**src/rtl/alu_pkg.sv**
```systemverilog
// Shared encodings for the multi-cycle ALU: operation codes, FSM states and
// flag bit positions within the registered {N,Z,C,V} vector.
package alu_pkg;

  localparam logic [2:0] ALU_ADD = 3'b000;
  localparam logic [2:0] ALU_SUB = 3'b001;
  localparam logic [2:0] ALU_AND = 3'b010;
  localparam logic [2:0] ALU_OR  = 3'b011;
  localparam logic [2:0] ALU_MUL = 3'b100;
  localparam logic [2:0] ALU_EOR = 3'b101;
  localparam logic [2:0] ALU_DIV = 3'b110;
  localparam logic [2:0] ALU_ILL = 3'b111;

  localparam int FLAG_N = 3;
  localparam int FLAG_Z = 2;
  localparam int FLAG_C = 1;
  localparam int FLAG_V = 0;

  typedef enum logic [1:0] {
    IDLE = 2'd0,
    ITER = 2'd1,
    DONE = 2'd2
  } state_t;

endpackage

```
**src/rtl/alu_muldiv_iter.sv**
```systemverilog
// Iterative shift-add multiplier and restoring divider. The load edge already
// performs the first step, so the last step lands one cycle before the count expires.
module alu_muldiv_iter #(
  parameter int WIDTH = 32
) (
  input  logic             clk,
  input  logic             reset,
  input  logic             load,
  input  logic             is_div,
  input  logic             step,
  input  logic [WIDTH-1:0] a,
  input  logic [WIDTH-1:0] b,
  output logic [WIDTH-1:0] prod_lo,
  output logic [WIDTH-1:0] quot,
  output logic [WIDTH-1:0] rem,
  output logic             finished
);

  localparam int CNT_W = $clog2(WIDTH + 1);

  logic [CNT_W-1:0] cnt;
  logic             div_mode;
  logic             mode;
  logic             advance;

  logic [WIDTH-1:0] acc, mcand, mplier;
  logic [WIDTH-1:0] rem_q, quot_q, divisor;

  logic [WIDTH-1:0] src_acc, src_mcand, src_mplier;
  logic [WIDTH-1:0] src_rem, src_quot, src_div;
  logic [WIDTH-1:0] nxt_acc, nxt_rem, nxt_quot;
  logic [WIDTH:0]   shifted, diff;

  assign advance  = load | (step & (cnt != '0));
  assign mode     = load ? is_div : div_mode;
  assign finished = (cnt == '0);
  assign prod_lo  = acc;
  assign quot     = quot_q;
  assign rem      = rem_q;

  // On load the step operates on fresh operands instead of the registers.
  always_comb begin
    src_acc    = acc;
    src_mcand  = mcand;
    src_mplier = mplier;
    src_rem    = rem_q;
    src_quot   = quot_q;
    src_div    = divisor;
    if (load) begin
      src_acc    = '0;
      src_mcand  = a;
      src_mplier = b;
      src_rem    = '0;
      src_quot   = a;
      src_div    = b;
    end

    nxt_acc = src_mplier[0] ? src_acc + src_mcand : src_acc;

    shifted = {src_rem, src_quot[WIDTH-1]};
    diff    = shifted - {1'b0, src_div};
    if (shifted >= {1'b0, src_div}) begin
      nxt_rem  = diff[WIDTH-1:0];
      nxt_quot = {src_quot[WIDTH-2:0], 1'b1};
    end else begin
      nxt_rem  = shifted[WIDTH-1:0];
      nxt_quot = {src_quot[WIDTH-2:0], 1'b0};
    end
  end

  always_ff @(posedge clk) begin
    if (!reset) begin
      cnt      <= '0;
      div_mode <= 1'b0;
      acc      <= '0;
      mcand    <= '0;
      mplier   <= '0;
      rem_q    <= '0;
      quot_q   <= '0;
      divisor  <= '0;
    end else if (advance) begin
      if (load) begin
        cnt      <= CNT_W'(WIDTH - 1);
        div_mode <= is_div;
      end else begin
        cnt <= cnt - 1'b1;
      end
      if (mode) begin
        rem_q   <= nxt_rem;
        quot_q  <= nxt_quot;
        divisor <= src_div;
      end else begin
        acc    <= nxt_acc;
        mcand  <= src_mcand << 1;
        mplier <= src_mplier >> 1;
      end
    end
  end

endmodule

```
**src/rtl/alu_seq.sv**
```systemverilog
// Multi-cycle ALU with start/ready/done handshake; single-cycle logic/arith ops,
// iterative multiply and unsigned divide, registered Result/Rem/NZCV.
module alu_seq
  import alu_pkg::*;
#(
  parameter int WIDTH  = 32,
  parameter bit DIV_EN = 1'b1
) (
  input  logic             clk,
  input  logic             reset,
  input  logic             start,
  input  logic [2:0]       ALUControl,
  input  logic [WIDTH-1:0] a,
  input  logic [WIDTH-1:0] b,
  output logic             ready,
  output logic             done,
  output logic [WIDTH-1:0] Result,
  output logic [WIDTH-1:0] Rem,
  output logic [3:0]       ALUFlags,
  output logic             div_by_zero
);

  state_t state, state_n;

  logic             accept, div_op, iter_op, sub_op, finished;
  logic             is_div_q, dbz_pend;
  logic [WIDTH-1:0] prod_lo, quot, rem_w;

  logic [WIDTH-1:0] b_eff, s_res;
  logic [WIDTH:0]   sum;
  logic             s_c, s_v;

  logic             out_en, n_c, n_v, n_dbz;
  logic [WIDTH-1:0] n_res, n_rem;
  logic [3:0]       n_flags;

  assign ready   = (state != ITER);
  assign done    = (state == DONE);
  assign accept  = start & ready;
  assign div_op  = DIV_EN && (ALUControl == ALU_DIV);
  assign iter_op = (ALUControl == ALU_MUL) || div_op;
  assign sub_op  = (ALUControl == ALU_SUB);

  alu_muldiv_iter #(.WIDTH(WIDTH)) u_iter (
    .clk      (clk),
    .reset    (reset),
    .load     (accept & iter_op),
    .is_div   (div_op),
    .step     (state == ITER),
    .a        (a),
    .b        (b),
    .prod_lo  (prod_lo),
    .quot     (quot),
    .rem      (rem_w),
    .finished (finished)
  );

  always_ff @(posedge clk) begin
    if (!reset) state <= IDLE;
    else        state <= state_n;
  end

  always_comb begin
    state_n = state;
    case (state)
      IDLE, DONE: begin
        if (accept) state_n = iter_op ? ITER : DONE;
        else        state_n = IDLE;
      end
      ITER:    if (finished) state_n = DONE;
      default: state_n = IDLE;
    endcase
  end

  // Subtraction reuses the adder as a + ~b + 1 so C means "no borrow".
  always_comb begin
    b_eff = sub_op ? ~b : b;
    sum   = {1'b0, a} + {1'b0, b_eff} + (WIDTH+1)'(sub_op);
    s_c   = 1'b0;
    s_v   = 1'b0;
    case (ALUControl)
      ALU_ADD, ALU_SUB: begin
        s_res = sum[WIDTH-1:0];
        s_c   = sum[WIDTH];
        s_v   = (a[WIDTH-1] == b_eff[WIDTH-1]) && (sum[WIDTH-1] != a[WIDTH-1]);
      end
      ALU_AND: s_res = a & b;
      ALU_OR:  s_res = a | b;
      ALU_EOR: s_res = a ^ b;
      default: s_res = '0;
    endcase
  end

  always_comb begin
    out_en = 1'b0;
    n_res  = Result;
    n_rem  = '0;
    n_c    = 1'b0;
    n_v    = 1'b0;
    n_dbz  = 1'b0;
    if (state == ITER && finished) begin
      out_en = 1'b1;
      if (is_div_q) begin
        n_res = quot;
        n_rem = rem_w;
        n_dbz = dbz_pend;
      end else begin
        n_res = prod_lo;
      end
    end else if (accept && !iter_op) begin
      out_en = 1'b1;
      n_res  = s_res;
      n_c    = s_c;
      n_v    = s_v;
    end
    n_flags         = '0;
    n_flags[FLAG_N] = n_res[WIDTH-1];
    n_flags[FLAG_Z] = (n_res == '0);
    n_flags[FLAG_C] = n_c;
    n_flags[FLAG_V] = n_v;
  end

  always_ff @(posedge clk) begin
    if (!reset) begin
      is_div_q    <= 1'b0;
      dbz_pend    <= 1'b0;
      Result      <= '0;
      Rem         <= '0;
      ALUFlags    <= '0;
      div_by_zero <= 1'b0;
    end else begin
      if (accept) begin
        is_div_q <= div_op;
        dbz_pend <= div_op && (b == '0);
      end
      if (out_en) begin
        Result      <= n_res;
        Rem         <= n_rem;
        ALUFlags    <= n_flags;
        div_by_zero <= n_dbz;
      end
    end
  end

endmodule

```
**config.mk**
```make
export PLATFORM = sky130hd
export DESIGN_NAME = alu_seq
export DESIGN_NICKNAME = d
export VERILOG_FILES = /design/src/rtl/alu_pkg.sv /design/src/rtl/alu_muldiv_iter.sv /design/src/rtl/alu_seq.sv
export SDC_FILE = /design/constraint.sdc
export NUM_CORES = 1
export LEC_CHECK = 0
export BUFFER_PORTS_ARGS = -buffer_cell sky130_fd_sc_hd__buf_2
export CAP_MARGIN = 20
export CORE_MARGIN = 2
export CORE_UTILIZATION = 55
export DETAILED_ROUTE_END_ITERATION = 10
export PLACE_DENSITY = 0.84
export RECOVER_POWER = 100
export SLEW_MARGIN = 20
export SYNTH_ARGS = -nofsm -noshare
export SYNTH_HDL_FRONTEND = slang
export SYNTH_SLANG_ARGS = --single-unit
```
**constraint.sdc**
```tcl
create_clock -name clk -period 7.4 [get_ports clk]
set_input_delay 1.11 -clock clk [delete_from_list [all_inputs] [get_ports clk]]
set_output_delay 1.11 -clock clk [all_outputs]
set_load 0.1 [all_outputs]
```
==> results.toml <==
[drt]
drtPass1Iterations = 6
viasPerCell = 6.42
drt_iter0_markers = 1977
ant_nets = 0
drc = 0
vias = 19000
wirelength_um = 63500
wl_per_cell_um = 21.5

[clocking]
clk_pin_slew_ps = 70
cts_hold_buf = 0
root_buffer = "clkbuf_16"
post_cts_buffers = 0
worstSkewPairLatency_ps = 590
clk_path_buf_depth = 3
clock-sinks = 269
htree_levels = 1
cts_inserted_buffers = 30
cts-resized-gates = 0
tritoncts = "built"

[die]
core_area_um2 = 34500
ios = 141
die-area_um2 = 36500
die_x_um = 191
rows = 68
start_util_pct = 55.8
die_y_um = 191

[synthesis]
synth_cells = 2446
synthSimpleGateAreaFrac_pct = 18.6
synth-compound-area-share_pct = 30.5
yosys_warnings = 0
synth_cell_types = 78
ys_ff_latch = 269
synthAdderAreaFrac_pct = 11.2
async_reset_ff_share_pct = 0
synth_seq_area_share_pct = 28.0
synth-main-ff-cell = "dfxtp_1"
syn-cell-area_um2 = 19300
synthMuxAreaShare_pct = 2.06
synth-edff-count = 0
synth.avg_cell_area_um2 = 7.88
synth_xor_area_share_pct = 4.55
synth_top_family_by_area = "compound AO/OA/AOI/OAI gates"
synthesis.nets = 2686

[hold_path]
hp-class = "reg2reg"
holdCritStartpoint = "ALUFlags[1]"
hold_end = "ALUFlags[1]"
hold_path_depth = 2

[critical_path]
critPathMaxStageDelay_ps = 580
path_buf_inv = 2
crit_type = "in2reg"
required_ps = 7910
arrival_ps = 6990
crit_fanout = 15
slowest_stage = "clkbuf_1"
endpoint_kind = "flip-flop"
reg2reg_depth = 8
r2r-start = "u_iter.cnt[0]"
crit_chain = "clkbuf_1, nor2_1, and2_0, xnor2_1, inv_1, fa_1, nand3b_1, and2_0, xnor2_1, a222oi_1, o221ai_1, nor4_1, nand4_1, or4_1, or4_1, or4_1, o31ai_1"
r2r_slack_ps = 1650
startpoint_type = "primary input"
cp_common_cell = "or4_1"
cp_top_family = "simple AND/OR/NAND/NOR gates"
r2r_end = "u_iter.quot[31]"

[power]
power_per_cell_area_nw_per_um2 = 192
ir_worst_vdd_v = 0.000202
total_power_mw = 4.04
leakagePower_nw = 9.92

[sta]
setup_viol = 0
hold_viol_final = 0
period_needed_ps = 6480
fin_worst_skew_ps = 27.5
period_share_pct = 87.6
slew_violations = 458
whs_ps = 469
worst_slew_pin_slew_ps = 3910
rsz0062_at_grt = "no"
finalSetupTns_ps = 0
slew-limit-headroom_pct = -160
clock.fmax_ghz = 0.154
setup_slack_ps = 917

[global_route]
grt_pass1_wl_um = 99100
grt_pass1_vias = 18000
gr-total-overflow = 0
grt_start_max_net_pins = 92
track_usage_pct = 34.0
antenna_found_initial = 1

[run]
drv_cap = 8

[final_layout]
fin_util_pct = 60.9
fin_nets = 2728
layout-drive-gt1-share_pct = 6.54
num_antenna_cells = 0
syn_to_final_growth_pct = 9.25

[placement]
gp_congestion = 1.01
dp_slack_ps = 984
detailed_place_hpwl_um = 47000
place.port_buffers = 140

[outcome]
violations = "capacitance limit, slew limit"
status = "finished with violations"
[layout by cell type, fill, tap and decap left out, drive strengths merged, types with 22 or more instances in the layout]
master,synthesis,routed
a21boi,44,44
a21o,65,65
a21oi,228,228
a22oi,79,79
and2,73,73
buf,14,86
clkbuf,144,123
dfxtp,269,269
ha,167,167
inv,100,100
mux2i,34,34
nand2,282,282
nand2b,25,25
nand3,30,30
nand4,22,22
nor2,161,161
nor2b,75,75
o211a,112,112
o21a,25,25
o21ai,147,147
xnor2,80,80
[per-layer routing]
layer  wire length [um]  global-route usage (%)  vias up
li1                   -                       -     8871
met1              26900                    45.9     9096
met2              28200                    54.1      887
met3               5520                    4.85      159
met4               2900                    14.7        0
met5                  0                       0        -
[state kept, by name, summed over array words and instances, names as in the netlist, named ones only]
| name | flops |
|---|---|
| u_iter.mcand | 31 |
| u_iter.quot | 32 |
| u_iter.mplier | 31 |
| div_by_zero | 1 |
| state | 2 |
| u_iter.rem | 32 |
| u_iter.prod_lo | 31 |
| Result | 32 |
| is_div_q | 1 |
| dbz_pend | 1 |
| u_iter.divisor | 32 |
| u_iter.div_mode | 1 |
| u_iter.cnt | 6 |
| Rem | 32 |
| ALUFlags | 3 |
[kinds of logic after synthesis]
logic type	after synthesis
flip-flops	269
AND/OR/NAND/NOR	751
buffers and inverters	258
XOR/XNOR	100
adder cells (fa/ha/maj)	170
multiplexers	39
AO/OA/AOI/OAI	858
other	1
[how the worst max path moves through the flow]
stage,endpoint,from,slack (ps),cells past startpoint
after floorplan,ALUFlags[2],ALUControl[0],1090,21
after global placement,ALUFlags[2],ALUControl[1],1000,17
after detailed placement,ALUFlags[2],ALUControl[1],980,17
after CTS,ALUFlags[2],ALUControl[1],1590,17
after global routing,u_iter.mcand[27],ALUControl[2],720,8
final,ALUFlags[2],ALUControl[2],920,17
[per-stage QoR]
step	cells	instance area [um^2]
4_1_cts	2961	21200
2_1_floorplan	2446	19300
3_3_place_gp	2911	20200
5_1_grt	2961	21000
3_5_place_dp	2911	20200
6_report	2961	21000
[synthesized netlist by cell type, types with 5 or more instances]
master	instances	area share [%]
o22ai_1	12	0.39
a211oi_1	9	0.35
and2_1	72	2.3
or4_1	5	0.19
o21bai_1	10	0.39
a22oi_1	79	3.1
a221oi_1	11	0.50
nor2_1	160	3.1
and3_1	12	0.39
a31oi_1	14	0.45
o211a_1	112	5.8
a21o_1	65	2.5
nand4_1	21	0.68
clkbuf_1	144	2.8
xor2_1	20	0.91
nor4_1	11	0.36
o221ai_1	14	0.64
o31ai_1	11	0.43
a21boi_0	44	1.7
dfxtp_1	269	28
o21ai_0	147	3.8
o211ai_1	11	0.43
ha_1	167	11
inv_1	99	1.9
a22o_1	9	0.41
a2111oi_0	5	0.23
o2bb2ai_1	8	0.36
o21a_1	25	0.97
nand2b_1	25	0.81
xnor2_1	80	3.6
nand3_1	29	0.75
nor2b_1	75	2.4
or3_1	12	0.39
buf_1	10	0.19
mux2_2	5	0.29
nor3_1	21	0.55
nor3b_1	6	0.23
a21oi_1	228	5.9
nand2_1	282	5.5
mux2i_1	34	1.8
[report_power, final]
part	switching, mW	internal (mW)
Sequential	0.0306	1.49
Clock	0.637	0.877
Combinational	0.651	0.357
Total	1.32	2.72
[worst reg2reg max path: cells and delay by family, from the launching register on]
family	cells	cell delay, ps
compound gates	2	1050
fa+ha+maj	1	240
buf+inv	2	1680
flops	1	360
simple gates	3	2340
[final cells by class]
| class | instances | area, um^2 |
|---|---|---|
| fill | 3105 | 13500 |
| tap | 455 | 569 |
| sequential | 269 | 5390 |
| inverter | 100 | 378 |
| timing repair buffer | 168 | 803 |
| clock inverter | 9 | 120 |
| clock buffer | 41 | 862 |
| multi-input combinational | 1919 | 12900 |
(Power assumes the default switching activity.)
